## src/rtl/window_fetch_seq.sv

```systemverilog
// Sliding-window address sequencer: walks kc, kr, col, row, channel and emits a pixel address pair per beat.
// Optional beat counter on beat_cnt is enabled by defining WINDOW_FETCH_BEATCNT_EN.
module window_fetch_seq #(
  parameter int IMG_W    = 14,
  parameter int IMG_H    = 14,
  parameter int CH       = 16,
  parameter int K        = 3,
  parameter int STRIDE   = 1,
  parameter int PAIR_OFF = 2,
  parameter int AW       = 8
) (
  input  logic          clk,
  input  logic          rst,
  input  logic          start,
  input  logic          ready,
  output logic          valid,
  output logic [AW-1:0] addr1,
  output logic [AW-1:0] addr2,
  output logic [4:0]    row,
  output logic [4:0]    col,
  output logic [4:0]    channel,
  output logic          last,
  output logic          busy,
  output logic          done,
  output logic [15:0]   beat_cnt
);

  localparam int LAST_COL = ((IMG_W - K) / STRIDE) * STRIDE;
  localparam int LAST_ROW = ((IMG_H - K) / STRIDE) * STRIDE;
  localparam logic [4:0] STEP = 5'(STRIDE);

  typedef enum logic [1:0] {S_IDLE, S_RUN, S_DONE} state_t;

  state_t     state_q;
  logic       valid_q, busy_q, done_q;
  logic [4:0] kc_q, kr_q, col_q, row_q, ch_q;
  logic [4:0] kc_d, kr_d, col_d, row_d, ch_d;
  logic       kc_end, kr_end, col_end, row_end, ch_end;
  logic       last_beat, accept;

  assign kc_end    = (kc_q  == 5'(K - 1));
  assign kr_end    = (kr_q  == 5'(K - 1));
  assign col_end   = (col_q == 5'(LAST_COL));
  assign row_end   = (row_q == 5'(LAST_ROW));
  assign ch_end    = (ch_q  == 5'(CH - 1));
  assign last_beat = kc_end & kr_end & col_end & row_end & ch_end;
  assign accept    = valid_q & ready;

  // Odometer carry chain; the final beat wraps every counter back to zero.
  always_comb begin
    kc_d  = kc_q;
    kr_d  = kr_q;
    col_d = col_q;
    row_d = row_q;
    ch_d  = ch_q;
    if (!kc_end) begin
      kc_d = kc_q + 5'd1;
    end else begin
      kc_d = '0;
      if (!kr_end) begin
        kr_d = kr_q + 5'd1;
      end else begin
        kr_d = '0;
        if (!col_end) begin
          col_d = col_q + STEP;
        end else begin
          col_d = '0;
          if (!row_end) begin
            row_d = row_q + STEP;
          end else begin
            row_d = '0;
            ch_d  = ch_end ? 5'd0 : ch_q + 5'd1;
          end
        end
      end
    end
  end

  always_ff @(posedge clk or posedge rst) begin
    if (rst) begin
      state_q <= S_IDLE;
      valid_q <= 1'b0;
      busy_q  <= 1'b0;
      done_q  <= 1'b0;
      kc_q    <= '0;
      kr_q    <= '0;
      col_q   <= '0;
      row_q   <= '0;
      ch_q    <= '0;
    end else begin
      case (state_q)
        S_IDLE: begin
          if (start) begin
            state_q <= S_RUN;
            valid_q <= 1'b1;
            busy_q  <= 1'b1;
            kc_q    <= '0;
            kr_q    <= '0;
            col_q   <= '0;
            row_q   <= '0;
            ch_q    <= '0;
          end
        end
        S_RUN: begin
          if (accept) begin
            kc_q  <= kc_d;
            kr_q  <= kr_d;
            col_q <= col_d;
            row_q <= row_d;
            ch_q  <= ch_d;
            if (last_beat) begin
              state_q <= S_DONE;
              valid_q <= 1'b0;
              busy_q  <= 1'b0;
              done_q  <= 1'b1;
            end
          end
        end
        S_DONE: begin
          state_q <= S_IDLE;
          done_q  <= 1'b0;
        end
        default: begin
          state_q <= S_IDLE;
          valid_q <= 1'b0;
          busy_q  <= 1'b0;
          done_q  <= 1'b0;
        end
      endcase
    end
  end

  // Address is formed at 32 bits and only then truncated, so wrap is modulo 2^AW.
  assign addr1   = AW'((32'(row_q) + 32'(kr_q)) * 32'(IMG_W) + 32'(col_q) + 32'(kc_q));
  assign addr2   = addr1 + AW'(PAIR_OFF);
  assign row     = row_q;
  assign col     = col_q;
  assign channel = ch_q;
  assign valid   = valid_q;
  assign busy    = busy_q;
  assign done    = done_q;
  assign last    = valid_q & last_beat;

`ifdef WINDOW_FETCH_BEATCNT_EN
  logic [15:0] beat_cnt_q;

  always_ff @(posedge clk or posedge rst) begin
    if (rst) begin
      beat_cnt_q <= '0;
    end else if ((state_q == S_IDLE) && start) begin
      beat_cnt_q <= '0;
    end else if (accept) begin
      beat_cnt_q <= beat_cnt_q + 16'd1;
    end
  end

  assign beat_cnt = beat_cnt_q;
`else
  assign beat_cnt = 16'd0;
`endif

endmodule

```

## config.mk

```make
export PLATFORM = sky130hd
export DESIGN_NAME = window_fetch_seq
export DESIGN_NICKNAME = d
export VERILOG_FILES = /design/src/rtl/window_fetch_seq.sv
export SDC_FILE = /design/constraint.sdc
export NUM_CORES = 1
export LEC_CHECK = 0
export CAP_MARGIN = 20
export CORE_MARGIN = 2
export CORE_UTILIZATION = 34
export DETAILED_ROUTE_END_ITERATION = 7
export GPL_ROUTABILITY_DRIVEN = 0
export HOLD_SLACK_MARGIN = 0.05
export PLACE_DENSITY_LB_ADDON = 0.15
export SYNTH_ARGS = -nofsm -noshare
export SYNTH_HDL_FRONTEND = slang
export SYNTH_SLANG_ARGS = --single-unit
```

## constraint.sdc

```tcl
create_clock -name clk -period 16 [get_ports clk]
set_clock_uncertainty 0.1 [all_clocks]
set_input_delay 3.2 -clock clk [delete_from_list [all_inputs] [get_ports clk]]
set_output_delay 3.2 -clock clk [all_outputs]
set_load 0.02 [all_outputs]
```

Word level (Yosys, flattened, before mapping). Cells that the tools add are included.

Register bits after elaboration: 29. Input port bits: 4. Output and inout port bits: 51.

Add/subtract/negate cells: 9. Multipliers: 1. Equality and inequality tests: 14. Muxes and demuxes: 37. Bitwise logic cells: 8. Reduce and logical (&&, ||, !) cells: 10.

Operator list (number): 2-to-1 mux 5 bit (21); one-hot mux 5 bit (2 select lines) (5); adder 5 x 1 -> 5 bit (second input constant) (5); adder 8 x 5 -> 8 bit (2); equality test 5 x 4 -> 1 bit (second input constant) (3); != test 2 bit (second input constant) (7); equality test 5 x 2 -> 1 bit (second input constant) (2); AND reduction 3 bit (3); adder 8 x 2 -> 8 bit (second input constant) (1); AND reduction 4 bit (2); multiplier 6 x 3 -> 7 bit (second input constant) (1); AND reduction 7 bit (1); adder 5 x 5 -> 6 bit (1); bitwise AND 1 bit (6); 2-to-1 mux 2 bit (3); AND reduction 6 bit (1); 2-to-1 mux 1 bit (5); AND reduction 5 bit (1); one-hot mux 2 bit (2 select lines) (1); one-hot mux 1 bit (3 select lines) (1); equality test 2 x 1 -> 1 bit (second input constant) (1); equality test 2 bit (second input constant) (1); logical NOT 2 bit (1); NOT 1 bit (2); 2 further kinds (2).

Logic depth before layout (Yosys ltp).
Depth in word-level cells: 8. Gate-level depth with buffers: 16. Mapped depth without buffers: 16.

Least setup slack after synthesis. No wires, ideal clock.

Path type: register -> output. Start point: register row_q[0] (netlist: row[0]). End point: output addr2[7]. Arrival time: 4807 ps. Required time: 12700 ps. Path slack: 7893 ps. Cell stages (with the launch flop): 17. Buffers on the path: 0. Cells stage by stage: dfrtp_1 ha_1 fa_1 xnor2_1 inv_1 fa_1 ha_1 inv_1 fa_1 inv_1 fa_1 ha_1 and3_1 o21ai_0 a211o_1 xnor3_1 xnor2_1.

Cells in the longest elaborated chain, start to end: 5.

RTL lines: start, declared (RTL line 36) `logic [4:0] kc_q, kr_q, col_q, row_q, ch_q;`; start signal, assigned (RTL line 109) `row_q <= row_d;`; adder 5 x 5 -> 6 bit (RTL line 134) `assign addr1 = AW'((32'(row_q) + 32'(kr_q)) * 32'(IMG_W) + 32'(col_q) + 32'(kc_q));`; multiplier 6 x 3 -> 7 bit (RTL line 134); adder 8 x 5 -> 8 bit (2 in a row) (RTL line 134); named net addr1[7] (RTL line 17) `output logic [AW-1:0] addr1,`; adder 8 x 2 -> 8 bit (RTL line 135) `assign addr2 = addr1 + AW'(PAIR_OFF);`; end, declared (RTL line 18) `output logic [AW-1:0] addr2,`.

The timed path passes the listed nets, and every way through them passes these cells.

Final worst setup path.
Start point: register row_q[0] (netlist: row[0]). End point: output addr2[7].

Cells in the longest elaborated chain, start to end: 5.

RTL lines (RTL line): adder 5 x 5 -> 6 bit (134); multiplier 6 x 3 -> 7 bit (134); adder 8 x 5 -> 8 bit (2 in a row) (134); adder 8 x 2 -> 8 bit (135).

Every way passes these cells.

==> results.py <==
metrics = {
    "run_status": {
        "status": "completed",
    },
    "timing": {
        "hold_viol": 0,
        "finalCriticalPeriod_ns": 8.75,
        "slew_headroom_pct": 38.0,
        "finalSetupTns_ns": 0,
        "drv_slew": 0,
        "finalSetupViolCount": 0,
        "rsz0062_at_grt": "no",
        "finalCritPeriodShare_pct": 54.7,
        "worst_slew_pin_slew_ns": 0.928,
        "fmax_ghz": 0.114,
    },
    "routing": {
        "drc": 0,
        "dr.pass1.iters": 4,
        "drt-initial-drc-count": 64,
        "ant_nets": 0,
        "viasPerCell": 4.82,
        "wl_um": 5550,
        "routedWlPerCell_um": 13.0,
        "vias": 2057,
    },
    "clock_tree": {
        "ctsResizeCount": 0,
        "cts_root_buf": "clkbuf_8",
        "postCtsSetupBuffers": 0,
        "cts_hold_buf": 0,
        "cts_sinks": 29,
        "cts.clk_slew.worst_paths_ns": 0.06,
        "cts_buffer_depth": 2,
        "cts_max_level": 2,
        "cts_tree": "built",
        "clock_latency_ns": 0.28,
        "cts-buffers-inserted": 5,
    },
    "floorplan": {
        "dieArea_um2": 8660,
        "die_h_um": 93.1,
        "initial_core_util_pct": 35.1,
        "coreArea_um2": 7690,
        "die_x_um": 93.1,
        "rows": 32,
        "io_pins": 55,
    },
    "worst_setup_path": {
        "crit_start": "row[0]",
        "worstSetupPathType": "flip-flop to output port",
        "worstSetupStartpointType": "flip-flop",
        "critPathMaxFanout": 6,
        "reg2reg_slack_ns": 13.47,
        "r2r_cells": 5,
        "crit_path_end": "addr2[7]",
        "r2r_start": "state_q[0]",
        "slowest_delay_ns": 0.61,
        "crit_buf_inv": 4,
        "critPathArrivalTime_ns": 5.45,
        "cp_cell_sequence": "ha_1 -> fa_1 -> xnor2_1 -> inv_1 -> fa_1 -> ha_1 -> inv_1 -> fa_1 -> inv_1 -> fa_1 -> ha_1 -> and3_1 -> o21ai_0 -> a211o_1 -> xnor3_1 -> xnor2_1 -> clkdlybuf4s50_1",
        "cp_num_cells": 17,
        "cp_slowest_cell": "clkdlybuf4s50_1",
        "path_delay_family": "adder cells",
        "required_ns": 12.70,
        "cp_common_cell": "fa_1",
        "endpoint_kind": "output port",
        "reg2reg_to": "kr_q[4]",
    },
    "yosys": {
        "async_reset_ff_share_pct": 100,
        "synth_ff_type": "dfrtp_1",
        "syn-mean-instance-area_um2": 9.43,
        "ys_ff_latch": 29,
        "synth_cell_types": 56,
        "syn_area_um2": 2700,
        "yosysSeqAreaShare_pct": 26.9,
        "synth_edf_count": 0,
        "netlist_instances": 286,
        "synth_warnings": 0,
    },
    "final_layout": {
        "finalNetCount": 364,
        "drive_gt1_share_pct": 6.15,
        "multi_input_area_um2": 1740,
        "final_cell_mix": "clkdlybuf4s50_1, inv_1, dfrtp_1",
        "syn_to_final_growth_pct": 17.9,
        "ff_latch_area_um2": 726,
        "fill_cells": 773,
        "num_antenna_cells": 0,
        "layout_commonest_cell": "clkdlybuf4s50_1",
    },
    "worst_hold_path": {
        "hp-class": "flip-flop to flip-flop",
    },
    "global_routing": {
        "grt_use_total_pct": 14.0,
        "grt_max_degree": 30,
        "gr-total-overflow": 0,
        "grt_pass1_vias": 1969,
        "antenna_found_initial": 0,
        "grt_pass1_wl_um": 9660,
    },
    "job": {
        "drv_cap": 0,
    },
    "placement": {
        "dp_hpwl_um": 4340,
        "port_buffers": 38,
    },
}
[cell usage after synthesis, types with 6 or more instances]
library cell | number | share of area (%)
xnor2_1 | 11 | 3.6
xor2_1 | 7 | 2.3
buf_4 | 19 | 5.3
nand2_1 | 18 | 2.5
nand2b_1 | 7 | 1.6
a21o_1 | 7 | 1.9
nand3_1 | 10 | 1.9
nand4_1 | 6 | 1.4
a21oi_1 | 7 | 1.3
inv_1 | 31 | 4.3
fa_1 | 12 | 8.9
o21ai_0 | 14 | 2.6
dfrtp_1 | 29 | 27
nor2_1 | 14 | 1.9
ha_1 | 24 | 11
and2_1 | 8 | 1.9
o21ai_1 | 7 | 1.3
[per-stage QoR]
stage	util, %	instances	hold slack (ns)	instance area (um2)	worst slack, ns
floorplan	-	301	0.415	2750	7.89
finish	41.4	427	0.411	3180	7.25
global placement	40.3	419	0.393	3100	7.58
CTS	41.4	427	0.410	3180	7.20
detailed placement	40.3	419	0.397	3100	7.50
global route	41.4	427	0.436	3180	6.85
[worst register-to-register path: stages, from the launching register on]
cell     delay, ns
dfrtp_1       0.58
nand3_1       0.27
a21oi_2       0.58
o21ai_0       0.36
or2_1         0.32
o31ai_1       0.23
[layer usage]
metal | global-route usage [%] | up-vias | part of all wire [%]
met4 | 5.15 | 0 | 2.3
met2 | 22.6 | 46 | 47
met5 | 0 | - | 0
met1 | 18.7 | 971 | 47
li1 | - | 1027 | -
met3 | 2.74 | 13 | 3.6
[sequential cells by signal, summed over array words and instances, names as in the netlist]
register	flops
kr_q	5
col	5
row	5
busy	1
done	1
state_q	2
channel	5
kc_q	5
[how the worst min path moves through the flow]
stage / cells past startpoint / end / slack (ns) / from
2_1_floorplan: 2 / kc_q[1] / 0.42 / kc_q[1]
3_3_place_gp: 2 / done / 0.39 / done
3_5_place_dp: 2 / done / 0.40 / done
4_1_cts: 2 / done / 0.41 / done
5_1_grt: 2 / done / 0.44 / done
6_report: 2 / done / 0.41 / done
[cell type report]
type / instances / share of cell area (%)
Clock buffer: 8 / 2.52
Timing Repair Buffer: 39 / 12.2
Multi-Input combinational cell: 218 / 54.8
Sequential cell: 29 / 22.8
Inverter: 31 / 3.66
Tap cell: 102 / 4.01
[kinds of logic (layout without fill, tap and decap cells)]
kind of cell    count (synthesis)  in the layout  synth area share (%)
xor+xnor                       19             19                  6.68
mux                             2              2                 0.788
simple gates                   89             89                  19.6
fa+ha+maj                      36             36                  20.0
other cells                     1             16                 0.139
compound gates                 56             56                  15.3
buf+inv                        54             78                  10.5
flops                          29             29                  26.9
Power is left out: the tool's default activity adds up to more than one toggle a clock period on the data nets, which glitch-free logic cannot reach.
